===== config.mk =====
export PLATFORM = sky130hd
export DESIGN_NAME = cpu_ctrl_flat
export DESIGN_NICKNAME = d
export VERILOG_FILES = /design/src/rtl/cpu_ctrl_if.sv /design/src/rtl/cpu_ctrl.sv /design/src/flat_wrapper.sv
export SDC_FILE = /design/constraint.sdc
export NUM_CORES = 1
export LEC_CHECK = 0
export CAP_MARGIN = 10
export CELL_PAD_IN_SITES_DETAIL_PLACEMENT = 0
export CELL_PAD_IN_SITES_GLOBAL_PLACEMENT = 1
export CORE_ASPECT_RATIO = 0.9
export CORE_MARGIN = 4
export CORE_UTILIZATION = 38
export DETAILED_ROUTE_END_ITERATION = 16
export GPL_TIMING_DRIVEN = 1
export PLACE_DENSITY_LB_ADDON = 0.1
export SLEW_MARGIN = 10
export SYNTH_ARGS = -nofsm -noshare
export SYNTH_HDL_FRONTEND = slang
export SYNTH_SLANG_ARGS = --single-unit

===== constraint.sdc =====
create_clock -name clk -period 2.6 [get_ports clk]
set_input_delay 0.52 -clock clk [delete_from_list [all_inputs] [get_ports clk]]
set_output_delay 0.52 -clock clk [all_outputs]
set_load 0.005 [all_outputs]

===== src/rtl/cpu_ctrl_if.sv =====
// cpu_ctrl bus bundle: instruction fetch input, data_path handshake and
// every data_path control output. master = control unit, slave = its peers.
interface cpu_ctrl_if;
    logic [15:0] instr;
    logic        dp_done;
    logic        en_pc;
    logic [1:0]  pc_ctrl;
    logic [7:0]  offset;
    logic        en_in;
    logic [3:0]  reg_en;
    logic [1:0]  rd;
    logic [1:0]  rs;
    logic        alu_in_sel;
    logic [2:0]  alu_func;
    logic        halted;
    logic        err;

    modport master (
        input  instr, dp_done,
        output en_pc, pc_ctrl, offset, en_in, reg_en, rd, rs,
               alu_in_sel, alu_func, halted, err
    );

    modport slave (
        output instr, dp_done,
        input  en_pc, pc_ctrl, offset, en_in, reg_en, rd, rs,
               alu_in_sel, alu_func, halted, err
    );
endinterface


===== src/rtl/cpu_ctrl.sv =====
// cpu_ctrl: tinylabcpu control unit. Fetches into IR, decodes, drives the
// data_path enable pipeline, writes back and steps/loads the PC.
// Optional macro CU_ILLEGAL_TRAP_EN: illegal opcodes (0xB-0xE) trap to ERR
// instead of executing as NOP.
module cpu_ctrl #(
    parameter int IMEM_LAT = 1,
    parameter int WAIT_TO  = 15
) (
    input  logic      clk,
    input  logic      rst,
    cpu_ctrl_if.master bus
);
    typedef enum logic [3:0] {
        S_FETCH, S_DECODE, S_EXEC, S_WAIT, S_WB, S_ADV, S_JUMP, S_HALT, S_ERR
    } state_t;

    state_t      state_q, state_d;
    logic [15:0] ir_q, ir_d;
    logic [7:0]  cnt_q, cnt_d;
    logic [3:0]  op_q;

    logic       en_pc_q, en_pc_d;
    logic [1:0] pc_ctrl_q, pc_ctrl_d;
    logic [7:0] offset_q, offset_d;
    logic       en_in_q, en_in_d;
    logic [3:0] reg_en_q, reg_en_d;
    logic [1:0] rd_q, rd_d;
    logic [1:0] rs_q, rs_d;
    logic       alu_in_sel_q, alu_in_sel_d;
    logic [2:0] alu_func_q, alu_func_d;
    logic       halted_q, halted_d;
    logic       err_q, err_d;

    assign op_q = ir_q[15:12];

    // State, IR, shared fetch/wait counter and output registers
    always_ff @(posedge clk) begin
        if (rst) begin
            state_q      <= S_FETCH;
            ir_q         <= '0;
            cnt_q        <= '0;
            en_pc_q      <= 1'b0;
            pc_ctrl_q    <= '0;
            offset_q     <= '0;
            en_in_q      <= 1'b0;
            reg_en_q     <= '0;
            rd_q         <= '0;
            rs_q         <= '0;
            alu_in_sel_q <= 1'b0;
            alu_func_q   <= '0;
            halted_q     <= 1'b0;
            err_q        <= 1'b0;
        end else begin
            state_q      <= state_d;
            ir_q         <= ir_d;
            cnt_q        <= cnt_d;
            en_pc_q      <= en_pc_d;
            pc_ctrl_q    <= pc_ctrl_d;
            offset_q     <= offset_d;
            en_in_q      <= en_in_d;
            reg_en_q     <= reg_en_d;
            rd_q         <= rd_d;
            rs_q         <= rs_d;
            alu_in_sel_q <= alu_in_sel_d;
            alu_func_q   <= alu_func_d;
            halted_q     <= halted_d;
            err_q        <= err_d;
        end
    end

    // Next state: fetch dwell, decode dispatch, bounded wait for dp_done
    always_comb begin
        state_d = state_q;
        ir_d    = ir_q;
        cnt_d   = cnt_q;
        case (state_q)
            S_FETCH: begin
                if (cnt_q == 8'(IMEM_LAT - 1)) begin
                    ir_d    = bus.instr;
                    cnt_d   = '0;
                    state_d = S_DECODE;
                end else begin
                    cnt_d = cnt_q + 8'd1;
                end
            end
            S_DECODE: begin
                case (op_q)
                    4'h0:                       state_d = S_ADV;
                    4'h1, 4'h2, 4'h3, 4'h4,
                    4'h5, 4'h6, 4'h7, 4'h8:     state_d = S_EXEC;
                    4'h9, 4'hA:                 state_d = S_JUMP;
                    4'hF:                       state_d = S_HALT;
`ifdef CU_ILLEGAL_TRAP_EN
                    default:                    state_d = S_ERR;
`else
                    default:                    state_d = S_ADV;
`endif
                endcase
            end
            S_EXEC: begin
                cnt_d   = '0;
                state_d = S_WAIT;
            end
            S_WAIT: begin
                // dp_done takes priority over a timeout in the same cycle
                if (bus.dp_done) begin
                    cnt_d   = '0;
                    state_d = S_WB;
                end else if (cnt_q == 8'(WAIT_TO - 1)) begin
                    state_d = S_ERR;
                end else begin
                    cnt_d = cnt_q + 8'd1;
                end
            end
            S_WB, S_ADV, S_JUMP: state_d = S_FETCH;
            S_HALT, S_ERR:       state_d = state_q;
            default:             state_d = S_FETCH;
        endcase
    end

    // Outputs decoded from next state/IR so the registers track state_q
    always_comb begin
        en_pc_d      = 1'b0;
        pc_ctrl_d    = 2'b00;
        en_in_d      = 1'b0;
        reg_en_d     = 4'b0000;
        halted_d     = 1'b0;
        err_d        = 1'b0;
        rd_d         = ir_d[11:10];
        rs_d         = ir_d[9:8];
        offset_d     = ir_d[7:0];
        alu_func_d   = 3'b000;
        alu_in_sel_d = 1'b0;
        case (ir_d[15:12])
            4'h1:    alu_func_d = 3'b101;
            4'h2:    begin alu_func_d = 3'b101; alu_in_sel_d = 1'b1; end
            4'h3:    alu_func_d = 3'b000;
            4'h4:    alu_func_d = 3'b001;
            4'h5:    alu_func_d = 3'b010;
            4'h6:    alu_func_d = 3'b011;
            4'h7:    alu_func_d = 3'b100;
            4'h8:    begin alu_func_d = 3'b000; alu_in_sel_d = 1'b1; end
            default: alu_func_d = 3'b000;
        endcase
        case (state_d)
            S_EXEC: en_in_d = 1'b1;
            S_WB: begin
                en_pc_d   = 1'b1;
                pc_ctrl_d = 2'b01;
                reg_en_d  = 4'b0001 << ir_d[11:10];
            end
            S_ADV: begin
                en_pc_d   = 1'b1;
                pc_ctrl_d = 2'b01;
            end
            S_JUMP: begin
                en_pc_d   = 1'b1;
                pc_ctrl_d = (ir_d[15:12] == 4'h9) ? 2'b10 : 2'b11;
            end
            S_HALT:  halted_d = 1'b1;
            S_ERR:   err_d    = 1'b1;
            default: ;
        endcase
    end

    assign bus.en_pc      = en_pc_q;
    assign bus.pc_ctrl    = pc_ctrl_q;
    assign bus.offset     = offset_q;
    assign bus.en_in      = en_in_q;
    assign bus.reg_en     = reg_en_q;
    assign bus.rd         = rd_q;
    assign bus.rs         = rs_q;
    assign bus.alu_in_sel = alu_in_sel_q;
    assign bus.alu_func   = alu_func_q;
    assign bus.halted     = halted_q;
    assign bus.err        = err_q;
endmodule

===== src/flat_wrapper.sv =====
// flat-port wrapper written by rule: the top's interface ports become plain ports
module cpu_ctrl_flat 
#(
    parameter int IMEM_LAT = 1,
    parameter int WAIT_TO  = 15
)
  (clk, rst, bus_instr, bus_dp_done, bus_en_pc, bus_pc_ctrl, bus_offset, bus_en_in, bus_reg_en, bus_rd, bus_rs, bus_alu_in_sel, bus_alu_func, bus_halted, bus_err);
  cpu_ctrl_if bus_i ();
  input  logic clk;
  input  logic rst;
  input wire logic [$bits(bus_i.instr)-1:0] bus_instr;
  input wire logic [$bits(bus_i.dp_done)-1:0] bus_dp_done;
  output wire logic [$bits(bus_i.en_pc)-1:0] bus_en_pc;
  output wire logic [$bits(bus_i.pc_ctrl)-1:0] bus_pc_ctrl;
  output wire logic [$bits(bus_i.offset)-1:0] bus_offset;
  output wire logic [$bits(bus_i.en_in)-1:0] bus_en_in;
  output wire logic [$bits(bus_i.reg_en)-1:0] bus_reg_en;
  output wire logic [$bits(bus_i.rd)-1:0] bus_rd;
  output wire logic [$bits(bus_i.rs)-1:0] bus_rs;
  output wire logic [$bits(bus_i.alu_in_sel)-1:0] bus_alu_in_sel;
  output wire logic [$bits(bus_i.alu_func)-1:0] bus_alu_func;
  output wire logic [$bits(bus_i.halted)-1:0] bus_halted;
  output wire logic [$bits(bus_i.err)-1:0] bus_err;
  assign bus_i.instr = bus_instr;
  assign bus_i.dp_done = bus_dp_done;
  assign bus_en_pc = bus_i.en_pc;
  assign bus_pc_ctrl = bus_i.pc_ctrl;
  assign bus_offset = bus_i.offset;
  assign bus_en_in = bus_i.en_in;
  assign bus_reg_en = bus_i.reg_en;
  assign bus_rd = bus_i.rd;
  assign bus_rs = bus_i.rs;
  assign bus_alu_in_sel = bus_i.alu_in_sel;
  assign bus_alu_func = bus_i.alu_func;
  assign bus_halted = bus_i.halted;
  assign bus_err = bus_i.err;
  cpu_ctrl #(.IMEM_LAT(IMEM_LAT), .WAIT_TO(WAIT_TO)) u_core (.clk(clk), .rst(rst), .bus(bus_i));
endmodule

* After elaboration in Yosys (flattened, before gate mapping)
Memories as Yosys holds them, arrays and structs flattened. A register that Yosys moved wholly into a read port is not among the register bits. Index checks and enable logic that the tools add are counted.
Storage, ports and cells: flip-flop bits (word level) 54, ROM bits 48, bits of input ports 19, output and inout port bits 26, logic and storage cells 68, memories kept 1
Memories:
- (no name shown) | words 16, bits a word 3, rd ports 1, clocked after memory_dff 1, write ports 0, line cpu_ctrl.sv:87 | case (op_q)
Cells by class: $add $sub $neg 1, equality and inequality tests 21, shift operators 1, multiplexer cells 19, bitwise logic cells 1, reductions and logical operators 10
Operators by type and width (number):
- $eq 4x3->1 const B | 9
- $mux 16 | 2
- $mux 8 | 3
- $pmux 8 s3 | 1
- $pmux 4 s5 | 1
- $eq 4x2->1 const B | 4
- $eq 4x4->1 const B | 4
- $mux 4 | 4
- $pmux 3 s5 | 1
- $reduce_or 2->1 | 5
- $add 8x1->8 const B | 1
- $eq 4x1->1 const B | 2
- $eq 8x4->1 const B | 1
- $logic_not 8->1 | 1
- $mux 1 | 6
- $logic_not 4->1 | 1
- $pmux 2 s2 | 1
- $shl 1x2->4 const A | 1
- $ne 3x3->1 const B | 1
- $reduce_bool 3->1 | 1
- $reduce_or 3->1 | 1
- $reduce_and 2->1 | 1
- $not 1->1 | 1

* Longest topological paths before layout
Gate-level depths: netlist of the first run.
word-level depth 7, mapped depth 7, depth with buffers taken out 6

* Worst setup path after synthesis of the first run
Ideal clock, no wire load.
path type register -> register, start register u_core.cnt_q[0], end register with a tool-made name, setup time 0.134 ns, data arrival time 1.806 ns, required time 2.466 ns, path slack 0.660 ns, stages on the path, launching flop included 7, path buffers 0, clock period less this slack 1.940 ns, cells stage by stage dfxtp_1 -> inv_1 -> ha_1 -> nor4b_4 -> nand3_4 -> mux2_4 -> or4_1
RTL lines:
- start, declared | line cpu_ctrl.sv:19 | logic [7:0] cnt_q, cnt_d;
- start signal, assigned | line cpu_ctrl.sv:56 | cnt_q <= cnt_d;

* Final worst setup path of the first run
start register u_core.cnt_q[0], end register u_core.reg_en_q[3] (netlist: u_core.bus.reg_en[3])
On the way: longest elaborated chain between the ends 7, elaborated cells between the ends (all ways) 12, classes of those cells eq/ne (2); shift (1); mux (6); bitwise (1); reduce/logical (2)
RTL lines:
- $eq 8x4->1 | line cpu_ctrl.sv:109 | end else if (cnt_q == 8'(WAIT_TO - 1)) begin
- $mux 4 | line cpu_ctrl.sv:109
- $mux 4 | line cpu_ctrl.sv:106 | if (bus.dp_done) begin
- $pmux 4 s5 | line cpu_ctrl.sv:76 | case (state_q)
- $eq 4x3->1 | line cpu_ctrl.sv:145 | case (state_d)
- $not 1->1 (no source line)
- $reduce_or 2->1 (no source line)
- end signal, assigned | line cpu_ctrl.sv:61 | reg_en_q <= reg_en_d;
- end, declared | line cpu_ctrl.sv:26 | logic [3:0] reg_en_q, reg_en_d;
Several ways; a longest one is shown, not always the timed one. A chain may end at the register's enable or synchronous reset.

==> results of run 1 <==
power breakdown:
part,internal (mW),switching (mW)
clock,0.210,0.235
sequential,0.874,0.180
combinational,0.668,0.774
critical path, delay by kind of cell, from the launching register on:
kind,cells,cell delay (ps)
flip-flops,1,340
AND/OR/NAND/NOR,3,870
buffers and inverters,2,440
adder cells (fa/ha/maj),1,180
AO/OA/AOI/OAI,1,210
cells in the final DEF (no fill, tap or decap), drive strengths merged, types with 8 or more instances in the layout:
master / n
a21oi: 31
buf: 8
clkdlybuf4s50: 44
dfxtp: 45
nand2: 36
nand3: 11
nor2: 8
nor3: 9
o21ai: 11
or3: 9
xnor2: 8
layout make-up:
type                       instances  area, µm²  area share, %
multi-input combinational        194       1200           43.0
sequential                        45        901           32.2
timing repair buffer              52        500           17.9
tap                               70       87.6           3.13
clock buffer                       6       82.6           2.95
inverter                           5       18.8          0.670
clock inverter                     1       7.51          0.268
stage by stage:
stage	worst slack [ps]	instance area [µm²]	hold WS, ps	power [mW]
final	467	2800	459	2.94
after floorplan	660	2280	437	2.11
after detailed placement	474	2710	449	2.52
after global placement	490	2710	443	2.53
after CTS	472	2800	462	2.97
after global routing	316	2800	482	3.21
sequential cells by signal, indices dropped and copies added (netlist names), named ones only:
register               flops
u_core.bus.alu_func        3
u_core.bus.alu_in_sel      1
u_core.bus.en_in           1
u_core.bus.en_pc           1
u_core.bus.err             1
u_core.bus.halted          1
u_core.bus.offset          7
u_core.bus.pc_ctrl         2
u_core.bus.rd              1
u_core.bus.reg_en          4
u_core.bus.rs              1
u_core.cnt_q               8
u_core.ir_q                7
u_core.state_q             4
logic make-up (layout without fill, tap and decap cells):
group           count (synthesis)  after routing  share of synthesized area (%)
xor+xnor                       12             12                           4.60
fa+ha+maj                       3              3                           1.64
mux                             1              1                          0.657
compound gates                 59             59                           15.0
buf+inv                        33             64                           7.84
flops                          45             45                           39.5
simple gates                  119            119                           30.9
routing by layer:
metal	track usage, %	vias to the layer above	wire length, µm
met4	5.05	0	63
met5	0	-	0
li1	-	1025	-
met2	21.6	72	2130
met3	3.57	5	374
met1	22.9	920	2830
worst paths after layout:
| check | from | to | slack, ps | depth (start not counted) |
|---|---|---|---|---|
| worst max-delay path | u_core.cnt_q[0]$_SDFFE_PP0P_ | u_core.bus.reg_en[3]$_SDFF_PP0_ | 470 | 7 |
| worst min-delay path | u_core.bus.offset[4]$_SDFFE_PP0P_ | u_core.bus.offset[4]$_SDFFE_PP0P_ | 460 | 2 |
| worst max register to register | u_core.cnt_q[0]$_SDFFE_PP0P_ | u_core.bus.reg_en[3]$_SDFF_PP0_ | 470 | 7 |
| worst min register to register | u_core.bus.offset[4]$_SDFFE_PP0P_ | u_core.bus.offset[4]$_SDFFE_PP0P_ | 460 | 2 |
==> flow_summary.ini, run 1 <==
[outcome]
status = complete, no violations

[setup_path]
path_class = register to register
cp_data_arrival_time_ps = 2350
crit_chain = inv_1 -> ha_1 -> or4b_1 -> nor3_4 -> buf_4 -> nand3_1 -> a211oi_1
slowest_delay_ps = 510
start_kind = register
cp.required_ps = 2810
end_kind = register
cp_slowest_cell = or4b_1
cp_max_fo = 21

[synthesis]
synth_nets = 294
synth_area_leaders = dfxtp_1 (39%), a21oi_1 (6.8%), nand2_1 (5.9%)
async_flop_share_pct = 0
avgSynthCellArea_um2 = 8.40
ys_seq_area_share_pct = 39.5
synth_most_common_cell = dfxtp_1
yosysTopAreaCellShare_pct = 39.5
synthFlopType = dfxtp_1
synth_area_leader_cell = dfxtp_1
netlist_instances = 272
yosys_warnings = 0
synth_seq_cells = 45
syn_area_mm2 = 0.00228
ys_top_cells_by_count = dfxtp_1 (45), nand2_1 (36), a21oi_1 (31)
yosysUniqueCellTypes = 43
synth_edf_count = 0

[clock_tree]
htreeDepth = 2
cts_made_buffers = 5
cts-resized-gates = 0
cts.path.max_buffers = 2
cts_setup_buffers = 0
cts.sinks = 45
cts_hold_buf = 0
clk_pin_slew_ps = 80
cts-root-buf = clkbuf_8
clk_latency_ps = 300
cts_tree = built

[detailed_routing]
ant_nets = 0
vias = 2022
dr.pass1.iters = 6
wire_per_inst_um = 14.5
wirelength_um = 5400
detail_route.iter0.violations = 112
drc = 0
viasPerCell = 5.42

[grt]
grt_usage_pct = 15.4
overflow = 0
antenna_found_initial = 0
grt_pass1_wl_um = 9110
grt_max_degree = 27
grt_pass1_vias = 1846

[final_layout]
fillers = 580
drive_above_1_share_pct = 7.92
layout.nets = 325
fin_util_pct = 48.7
syn_to_final_growth_pct = 22.7
stdcell_count = 373
diodes = 0

[floorplan]
die_h_um = 81.5
num_rows = 26
ios = 45
core_mm2 = 0.00576
start_util_pct = 39.7
die_width_um = 89.7
dieArea_mm2 = 0.00731

[placed_design]
gp_congestion = 0.839
dp_hpwl_um = 3850
numPortBuffers = 44
post-place-cells = 366

[job]
max_cap_violations = 0

[timing]
setup_viol = 0
rsz0062_at_grt = no
finalCritPeriodShare_pct = 82.1
maxSlewHeadroom_pct = 57.8
clock.fmax_ghz = 0.469
fin_tns_setup_ps = 0
worst_pin_slew_ps = 628
final-hold-violation-count = 0
post-route-min-period_ps = 2130
drv_slew = 0
clock_skew_ps = 9.97

[pwr]
peakVddDrop_mv = 0.481
power_density_mw_per_mm2 = 1050
leakage_nw = 1.01

[hold_path]
hold_class = register to register
Note: power is estimated with default switching activity, not from simulation.
==> inputs of run 2 (changes only) <==
==> constraint.sdc (replaced) <==
create_clock -name clk -period 2.1 [get_ports clk]
set_input_delay 0.42 -clock clk [delete_from_list [all_inputs] [get_ports clk]]
set_output_delay 0.42 -clock clk [all_outputs]
set_load 0.005 [all_outputs]
==> run 2 against run 1 <==
Non-clock buffer count rose by 12; sequential share of layout area fell by 1.3 points; first-iteration DRC count rose by 14%; sequential power rose by 22%; critical path depth did not move; die area did not move; power rose by 36%; largest power group unchanged.
==> flow_summary.ini, run 2 (synthesis results as in run 1) <==
[outcome]
status = complete, no violations

[clock_tree]
cts_setup_buffers = 0
cts_tree = built
cts-root-buf = clkbuf_8
cts.path.max_buffers = 2
htreeDepth = 2
clk_pin_slew_ps = 90
clk_latency_ps = 300
cts_made_buffers = 5
cts.sinks = 45

[timing]
final-hold-violation-count = 0
clock.fmax_ghz = 0.505
post-route-min-period_ps = 1980
worst_pin_slew_ps = 450
rsz0062_at_grt = no
drv_slew = 0
clock_skew_ps = 6.01
finalCritPeriodShare_pct = 94.3
setup_viol = 0
maxSlewHeadroom_pct = 69.8
fin_tns_setup_ps = 0

[floorplan]
ios = 45
core_mm2 = 0.00576
die_width_um = 89.7
start_util_pct = 39.7
die_h_um = 81.5
dieArea_mm2 = 0.00731
num_rows = 26

[detailed_routing]
detail_route.iter0.violations = 128
viasPerCell = 5.33
drc = 0
ant_nets = 0
dr.pass1.iters = 4
wire_per_inst_um = 14.5
wirelength_um = 5590
vias = 2057

[setup_path]
cp_max_fo = 18
end_kind = register
cp_data_arrival_time_ps = 2220
path_class = register to register
cp.required_ps = 2340
start_kind = register

[pwr]
leakage_nw = 1.09
power_density_mw_per_mm2 = 1360
peakVddDrop_mv = 0.479

[grt]
grt_pass1_wl_um = 9160
grt_pass1_vias = 1854
antenna_found_initial = 0
grt_max_degree = 19
overflow = 0
grt_usage_pct = 15.7

[final_layout]
largest_register_ffs = 8
fin_util_pct = 50.8
diodes = 0
fillers = 579
layout.nets = 337
syn_to_final_growth_pct = 28.2
drive_above_1_share_pct = 11.7
max_flop_register = u_core.cnt_q
layout_common_cells = dfxtp_1 (44), clkdlybuf4s50_1 (44), nand2_1 (36)

[placed_design]
numPortBuffers = 44
dp_hpwl_um = 3970
gp_congestion = 0.835

[job]
max_cap_violations = 0

[hold_path]
hold_class = register to register
## run 2: timing repair
action / 4_1_cts / 5_1_grt
setup endpoints to repair: 0 / 5
hold buffers: 0 / 0
gates resized for setup: 0 / 1
## run 2: cell type report
type	instances	area (µm²)	area share (%)
Sequential cell	45	902	30.8
Clock buffer	6	72.6	2.48
Clock inverter	2	38.8	1.33
Multi-Input combinational cell	194	1200	41.1
Timing Repair Buffer	64	603	20.6
Tap cell	70	87.6	2.99
Inverter	5	18.8	0.641
## run 2: final timing paths
check,start,endpoint,slack [ps],cells after the start
setup reg to reg,u_core.cnt_q[0]$_SDFFE_PP0P_,u_core.bus.alu_in_sel$_SDFF_PP0_,120,7
hold reg to reg,u_core.bus.offset[1]$_SDFFE_PP0P_,u_core.bus.offset[1]$_SDFFE_PP0P_,460,2
setup / recovery,u_core.cnt_q[0]$_SDFFE_PP0P_,u_core.bus.alu_in_sel$_SDFF_PP0_,120,7
hold / removal,u_core.bus.offset[1]$_SDFFE_PP0P_,u_core.bus.offset[1]$_SDFFE_PP0P_,460,2
## run 2: routing by layer
layer	vias up	track usage [%]	wire, µm
met5	-	0	0
met3	5	3.21	367
met2	67	23.6	2360
li1	1043	-	-
met1	942	21.7	2790
met4	0	7.04	72
## run 2: critical path, stage by stage, from the launching register on
cell     delay [ps]
dfxtp_1         360
inv_1           120
ha_1            170
nor4b_4         270
nand3_4         110
buf_4           220
or4_1           520
a21oi_1         150
## run 2: where the power goes
| group | total [mW] | switching [mW] | internal, mW |
|---|---|---|---|
| Clock | 0.662 | 0.305 | 0.357 |
| Combinational | 2.05 | 1.03 | 1.02 |
| Sequential | 1.28 | 0.198 | 1.08 |
| Total | 3.99 | 1.54 | 2.46 |
## run 2: metrics by stage
step	area [µm²]	power (mW)	instances	hold slack (ps)	setup WS, ps
finish	2930	3.99	386	456	119
floorplan	2280	2.61	272	437	160
global route	2930	4.30	386	477	1.63
CTS	2930	4.04	386	460	108
detailed placement	2810	3.35	378	448	144
global placement	2810	3.36	378	443	106
